## src/rtl/vga_fb_fetch_ctrl.sv

```systemverilog
// rtl/vga_fb_fetch_ctrl.sv - framebuffer burst fetch scheduler feeding the VGA pixel stream
// Walks the frame linearly with fixed-length Avalon-MM read bursts into a pixel FIFO.
module vga_fb_fetch_ctrl #(
  parameter int          H_ACTIVE   = 640,
  parameter int          V_ACTIVE   = 480,
  parameter logic [31:0] BASE_ADDR  = 32'h0000_0000,
  parameter int          BURST_LEN  = 16,
  parameter int          FIFO_DEPTH = 64
) (
  input  logic        clk_clk,
  input  logic        reset_reset,
  input  logic        frame_start,
  output logic [31:0] avm_address,
  output logic        avm_read,
  output logic [6:0]  avm_burstcount,
  input  logic        avm_waitrequest,
  input  logic [7:0]  avm_readdata,
  input  logic        avm_readdatavalid,
  input  logic        pix_req,
  output logic [5:0]  pix_data,
  output logic        underflow,
  output logic        fetch_busy
);

  localparam int AW = $clog2(FIFO_DEPTH);
  localparam int CW = AW + 1;
  localparam int BW = $clog2(BURST_LEN) + 1;

  localparam logic [31:0]   TOTAL     = 32'(H_ACTIVE * V_ACTIVE);
  localparam logic [31:0]   BURST32   = 32'(BURST_LEN);
  localparam logic [CW-1:0] BURST_C   = CW'(BURST_LEN);
  localparam logic [CW-1:0] DEPTH_C   = CW'(FIFO_DEPTH);
  localparam logic [BW-1:0] LAST_BEAT = BW'(BURST_LEN - 1);

  localparam logic [2:0] S_IDLE  = 3'd0;
  localparam logic [2:0] S_CHECK = 3'd1;
  localparam logic [2:0] S_REQ   = 3'd2;
  localparam logic [2:0] S_DATA  = 3'd3;
  localparam logic [2:0] S_FLUSH = 3'd4;

  logic [2:0]    state;
  logic [31:0]   beats_left;
  logic [BW-1:0] beat_cnt;
  logic [5:0]    mem [FIFO_DEPTH];
  logic [AW-1:0] wr_ptr;
  logic [AW-1:0] rd_ptr;
  logic [CW-1:0] count;

  logic restart;
  logic fifo_wr;
  logic pop;
  logic last_beat;
  logic unused_bits;

  assign unused_bits    = ^avm_readdata[7:6];
  assign avm_read       = (state == S_REQ);
  assign avm_burstcount = 7'(BURST_LEN);
  assign fetch_busy     = (state != S_IDLE);
  assign last_beat      = (beat_cnt == LAST_BEAT);
  assign pop            = pix_req && (count != '0);

  // restart reloads the frame pointer and empties the FIFO in one cycle
  always_comb begin
    restart = 1'b0;
    fifo_wr = 1'b0;
    case (state)
      S_IDLE:  restart = frame_start;
      S_CHECK: restart = frame_start;
      S_REQ:   restart = frame_start && avm_waitrequest;
      S_DATA: begin
        fifo_wr = avm_readdatavalid && !frame_start;
        restart = frame_start && avm_readdatavalid && last_beat;
      end
      S_FLUSH: restart = avm_readdatavalid && last_beat;
      default: restart = 1'b0;
    endcase
  end

  always_ff @(posedge clk_clk or posedge reset_reset) begin
    if (reset_reset) begin
      state       <= S_IDLE;
      avm_address <= BASE_ADDR;
      beats_left  <= '0;
      beat_cnt    <= '0;
    end else if (restart) begin
      state       <= S_CHECK;
      avm_address <= BASE_ADDR;
      beats_left  <= TOTAL;
      beat_cnt    <= '0;
    end else begin
      case (state)
        S_CHECK: begin
          if (beats_left == '0)
            state <= S_IDLE;
          else if ((DEPTH_C - count) >= BURST_C)
            state <= S_REQ;
        end
        S_REQ: begin
          if (!avm_waitrequest) begin
            avm_address <= avm_address + BURST32;
            beats_left  <= beats_left - BURST32;
            beat_cnt    <= '0;
            state       <= frame_start ? S_FLUSH : S_DATA;
          end
        end
        S_DATA: begin
          if (avm_readdatavalid)
            beat_cnt <= beat_cnt + BW'(1);
          if (frame_start) begin
            state <= S_FLUSH;
          end else if (avm_readdatavalid && last_beat) begin
            state    <= S_CHECK;
            beat_cnt <= '0;
          end
        end
        // beats of the abandoned burst are counted off and dropped
        S_FLUSH: begin
          if (avm_readdatavalid)
            beat_cnt <= beat_cnt + BW'(1);
        end
        default: state <= S_IDLE;
      endcase
    end
  end

  always_ff @(posedge clk_clk or posedge reset_reset) begin
    if (reset_reset) begin
      wr_ptr <= '0;
      rd_ptr <= '0;
      count  <= '0;
    end else if (restart) begin
      wr_ptr <= '0;
      rd_ptr <= '0;
      count  <= '0;
    end else begin
      if (fifo_wr)
        wr_ptr <= wr_ptr + AW'(1);
      if (pop)
        rd_ptr <= rd_ptr + AW'(1);
      count <= count + CW'(fifo_wr) - CW'(pop);
    end
  end

  always_ff @(posedge clk_clk) begin
    if (fifo_wr)
      mem[wr_ptr] <= avm_readdata[5:0];
  end

  always_ff @(posedge clk_clk or posedge reset_reset) begin
    if (reset_reset) begin
      pix_data  <= '0;
      underflow <= 1'b0;
    end else if (pix_req) begin
      if (count != '0) begin
        pix_data <= mem[rd_ptr];
      end else begin
        pix_data  <= '0;
        underflow <= 1'b1;
      end
    end
  end

endmodule

```

## config.mk

```make
export PLATFORM = sky130hd
export DESIGN_NAME = vga_fb_fetch_ctrl
export DESIGN_NICKNAME = d
export VERILOG_FILES = /design/src/rtl/vga_fb_fetch_ctrl.sv
export SDC_FILE = /design/constraint.sdc
export NUM_CORES = 1
export LEC_CHECK = 0
export CORE_MARGIN = 1
export CORE_UTILIZATION = 53
export DETAILED_ROUTE_END_ITERATION = 12
export PLACE_DENSITY = 0.8
export REMOVE_ABC_BUFFERS = 1
export SLEW_MARGIN = 20
export SYNTH_ARGS = -nofsm -noshare
export SYNTH_HDL_FRONTEND = slang
export SYNTH_SLANG_ARGS = --single-unit
```

## constraint.sdc

```tcl
create_clock -name clk_clk -period 3.9 [get_ports clk_clk]
set_input_delay 0.78 -clock clk_clk [delete_from_list [all_inputs] [get_ports clk_clk]]
set_output_delay 0.78 -clock clk_clk [all_outputs]
set_load 0.005 [all_outputs]
```

==> reports/summary.md <==
The slowest stage cell on the critical path is sky130_fd_sc_hd__or4_1. The detail route stage leaves a number of antenna-violating nets equal to 0. The quantity of I/O buffers inserted on ports is 48, and the total buffers and inverters traversed by the critical path is 1. The synthesized instance count was 1358.

The area share of the largest cell type after synthesis was 0.5708; the largest voltage drop on the vdd net was 333.1 µV. TritonCTS created 48 clock buffers. The most instantiated library cell after synthesis is sky130_fd_sc_hd__edfxtp_1. The share of the core filled with cells came out at 0.6107. Wire segments on met2 add up to 21.64 mm in the final route. Counting the fill cells in the layout gives 2697.

Dividing the detail-routed wire length by the instance count gives 22.42 µm. Summed over all instances, the cell type with the most area after synthesis is sky130_fd_sc_hd__edfxtp_1. The total of warnings raised by yosys is 0, and the max-slew violation total from the final report is 0. In this run the worst path has a maximum fanout of 8. Startpoint class of the critical path: a flop. The kind of cell adding the most delay to the critical path is simple AND/OR/NAND/NOR gates. The first global-routing pass estimated 69.33 mm of wire. The share of synthesized registers carrying an async set or reset is 0.1899, and the worst-case headroom to the max-slew limit is 0.3628.

The path with the worst hold slack has its endpoint at beat_cnt[2]. The tools report the clock tree root buffer cell as sky130_fd_sc_hd__clkbuf_16. The predominant post-synthesis flop cell was sky130_fd_sc_hd__edfxtp_1. The run gives 3.831 mm as the met3 routed wirelength. The cell row count was 71; the average instance area after synthesis was 14.88 µm². In this run, post-CTS hold repair placed 0 buffers.

By area the synthesized netlist is led by sky130_fd_sc_hd__edfxtp_1 (57%), sky130_fd_sc_hd__dfrtp_1 (11%), sky130_fd_sc_hd__mux2i_1 (5.4%), sky130_fd_sc_hd__mux4_2 (5.4%), sky130_fd_sc_hd__nor2_1 (2.7%). The endpoint identified for the worst register-to-register timing path is mem[52][2]. Clock-pin slew was measured on the worst setup and hold paths at 0.06 ns.

Setup repair after global routing left no endpoint under its margin. The share of the clock period used by the worst path after layout came out at 0.8310. The setup path with the least slack is of type flop to flop. The area added between synthesis and finish is 13.59%, and the number of max-capacitance violations reported is 0. The routed length on met1 was 17.63 mm; the total number of H-tree levels was 2.

After detailed routing, no signal wire sits above met4. Once detailed placement completed, the half-perimeter wirelength came to 27.47 mm. The logs give 0.02525 ns for the clock skew and 70 for the pin count of the biggest net entering global routing.

For the sequential cell area fraction in the yosys report, the log shows 0.6823. The library cell appearing most often on the critical path is sky130_fd_sc_hd__ha_1. TritonCTS built the clock tree.

The multi-input combinational cells in the finished layout cover a total of 5977 µm². The count of cell instances traversed by the critical path is 9, and the width of the chip is 197.2 µm. In the routed design, unresolved DRC markers number 0. The run gives 11933 as the via total after detailed routing. For the TritonCTS sink count, the log shows 474.

The commonest cells after synthesis are sky130_fd_sc_hd__edfxtp_1 (384), sky130_fd_sc_hd__nor2_1 (143), sky130_fd_sc_hd__mux2i_1 (109). The startpoint of the worst register-to-register path was beat_cnt[0]. The run finished with clean final reports. The analysis attributes to cell leakage a power of 7.649 nW. The run gives 11956 as the via count of the first global-routing pass. The worst hold path belongs to the class flop to flop. The shortest period the worst path allows is 3.241 ns, and the area of the die is 38900 µm². Worst hold path stage count: 1. For the final routed database, the setup TNS stands at 0 ns. Number of enable flip-flop cells after synthesis: 384.

The share of cells above drive strength 1 is 0.1373. The initial antenna violation count is 0, and the number of flip-flops and latches in the synthesized netlist is 474. The first TritonRoute pass finished after 5 iterations. Using the TritonRoute via totals, the vias-per-cell ratio works out to 6.021. The worst setup path is captured at a flop.

On the worst path, the slowest cell contributes a delay of 0.47 ns. The synthesized netlist occupies a cell area of 20200 µm². The logs give 0 for the number of antenna repair diodes and 0.5124 ns for the final worst hold slack. The later-pin clock latency in the skew report came out at 0.59 ns. The logs give 1466 for the number of nets in the layout and 44.44 mm for the detailed-route wire length. Registers take 13790 µm². Top-level I/O count: 62. Vertical die dimension: 197.2 µm. The critical path goes through ha_1 > and3_1 > ha_1 > nand3_1 > a21oi_1 > or2_2 > or4_1 > buf_4 > nor2_1. The violation count after the first detailed-routing iteration came out at 1376. The initial core utilization is 0.5376, and the data required time at the worst endpoint is 4.10 ns. The total count of hold-check failures in the final report was 0. Yosys mapped the design onto 63 distinct sky130hd cell types. The logs give 0.2367 for the global-route total usage across every layer and 308.6 MHz for the highest clock rate.

The post-CTS repair timing setup buffer count was 0; the power density over the cells was 575.7 nW/µm². The tools report the reg2reg setup slack as 0.66 ns. The floorplan step defined a core boundary enclosing 37580 µm². The logs give 0 for the setup violation total in the final timing report and 3 for the maximum buffer depth of the clock tree.

The post-cts gate resize count was 0; the depth of the worst register-to-register path was 9. For the worst setup path, the data arrival time is 3.44 ns. The total congestion overflow came out at 0. Beginning of the worst hold path: beat_cnt[2]. The final estimated routing congestion in global placement was 0.9228; the slew at the pin with the worst max-slew slack was 0.9558 ns.
-- worst max path at each step --
stage / start / to / slack [ns]
floorplan: rd_ptr[1] / pix_data[0] / -1.38
global placement: avm_readdatavalid / count[6] / 0.42
detailed placement: avm_waitrequest / mem[6][0] / 0.38
CTS: beat_cnt[0] / mem[6][1] / 0.65
global route: beat_cnt[0] / mem[20][1] / 0.53
finish: beat_cnt[0] / mem[52][2] / 0.66
-- power breakdown --
part | internal, mW | switching, mW | total (mW)
Clock | 2.82 | 1.90 | 4.71
Combinational | 1.19 | 1.43 | 2.62
Sequential | 5.60 | 0.276 | 5.88
Total | 9.61 | 3.60 | 13.2
-- through the flow --
| stage | total power [mW] | setup slack, ns | std cells | area (µm²) |
|---|---|---|---|---|
| floorplan | 7.901 | -1.376 | 1288 | 19870 |
| global placement | 8.494 | 0.4229 | 1894 | 21330 |
| detailed placement | 8.575 | 0.3816 | 1894 | 21330 |
| CTS | 13.27 | 0.6517 | 1982 | 22940 |
| global route | 13.68 | 0.5260 | 1982 | 22950 |
| finish | 13.21 | 0.6593 | 1982 | 22950 |
-- routing by layer --
metal / global-route usage / up-vias
li1: - / 5345
met1: 0.3151 / 5984
met2: 0.3859 / 512
met3: 0.04934 / 92
met4: 0.08757 / 0
met5: 0 / -
-- layout by cell type, fill, tap and decap left out, types with 12 or more instances in the layout --
| cell | Yosys | routed |
|---|---|---|
| sky130_fd_sc_hd__edfxtp_1 | 384 | 384 |
| sky130_fd_sc_hd__nor2_1 | 143 | 143 |
| sky130_fd_sc_hd__mux2i_1 | 109 | 109 |
| sky130_fd_sc_hd__dfrtp_1 | 90 | 87 |
| sky130_fd_sc_hd__nand2_1 | 61 | 61 |
| sky130_fd_sc_hd__clkbuf_16 | 0 | 49 |
| sky130_fd_sc_hd__buf_4 | 14 | 49 |
| sky130_fd_sc_hd__mux4_2 | 48 | 48 |
| sky130_fd_sc_hd__clkdlybuf4s50_1 | 0 | 42 |
| sky130_fd_sc_hd__o21ai_0 | 40 | 40 |
| sky130_fd_sc_hd__a21oi_1 | 34 | 34 |
| sky130_fd_sc_hd__inv_1 | 31 | 30 |
| sky130_fd_sc_hd__xor2_1 | 29 | 29 |
| sky130_fd_sc_hd__nor3_1 | 24 | 24 |
| sky130_fd_sc_hd__nand4_1 | 22 | 22 |
| sky130_fd_sc_hd__or3_1 | 19 | 19 |
| sky130_fd_sc_hd__xnor2_1 | 19 | 19 |
| sky130_fd_sc_hd__o22ai_1 | 19 | 19 |
| sky130_fd_sc_hd__ha_1 | 18 | 18 |
| sky130_fd_sc_hd__nand3_1 | 15 | 15 |
| sky130_fd_sc_hd__o211ai_1 | 13 | 13 |
| sky130_fd_sc_hd__clkbuf_1 | 38 | 13 |
| sky130_fd_sc_hd__or4_1 | 12 | 12 |
-- sequential cells by signal (all words and copies together), names as in the netlist --
| name | count |
|---|---|
| wr_ptr | 6 |
| mem | 384 |
| rd_ptr | 6 |
| underflow | 1 |
| state | 3 |
| pix_data | 6 |
| beat_cnt | 5 |
| count | 7 |
| beats_left | 28 |
| avm_address | 28 |
-- cell families (layout without fill, tap and decap cells) --
group,Yosys count,count (layout),synth area share
other,2,11,0.0003717
AO/OA/AOI/OAI,176,176,0.05915
AND/OR/NAND/NOR,365,365,0.08999
adder cells (fa/ha/maj),19,19,0.01214
buffers and inverters,110,214,0.02384
flip-flops,474,474,0.6823
multiplexers,164,164,0.1114
XOR/XNOR,48,48,0.02081
-- final cells by class --
| class | instances | area share |
|---|---|---|
| clock buffers | 64 | 0.05676 |
| clock inverters | 24 | 0.01352 |
| inverters | 31 | 0.005180 |
| multi-input cells | 783 | 0.2605 |
| flip-flops and latches | 474 | 0.6010 |
| well taps | 511 | 0.02786 |
| repair buffers | 95 | 0.03522 |
(Power assumes the default switching activity.)
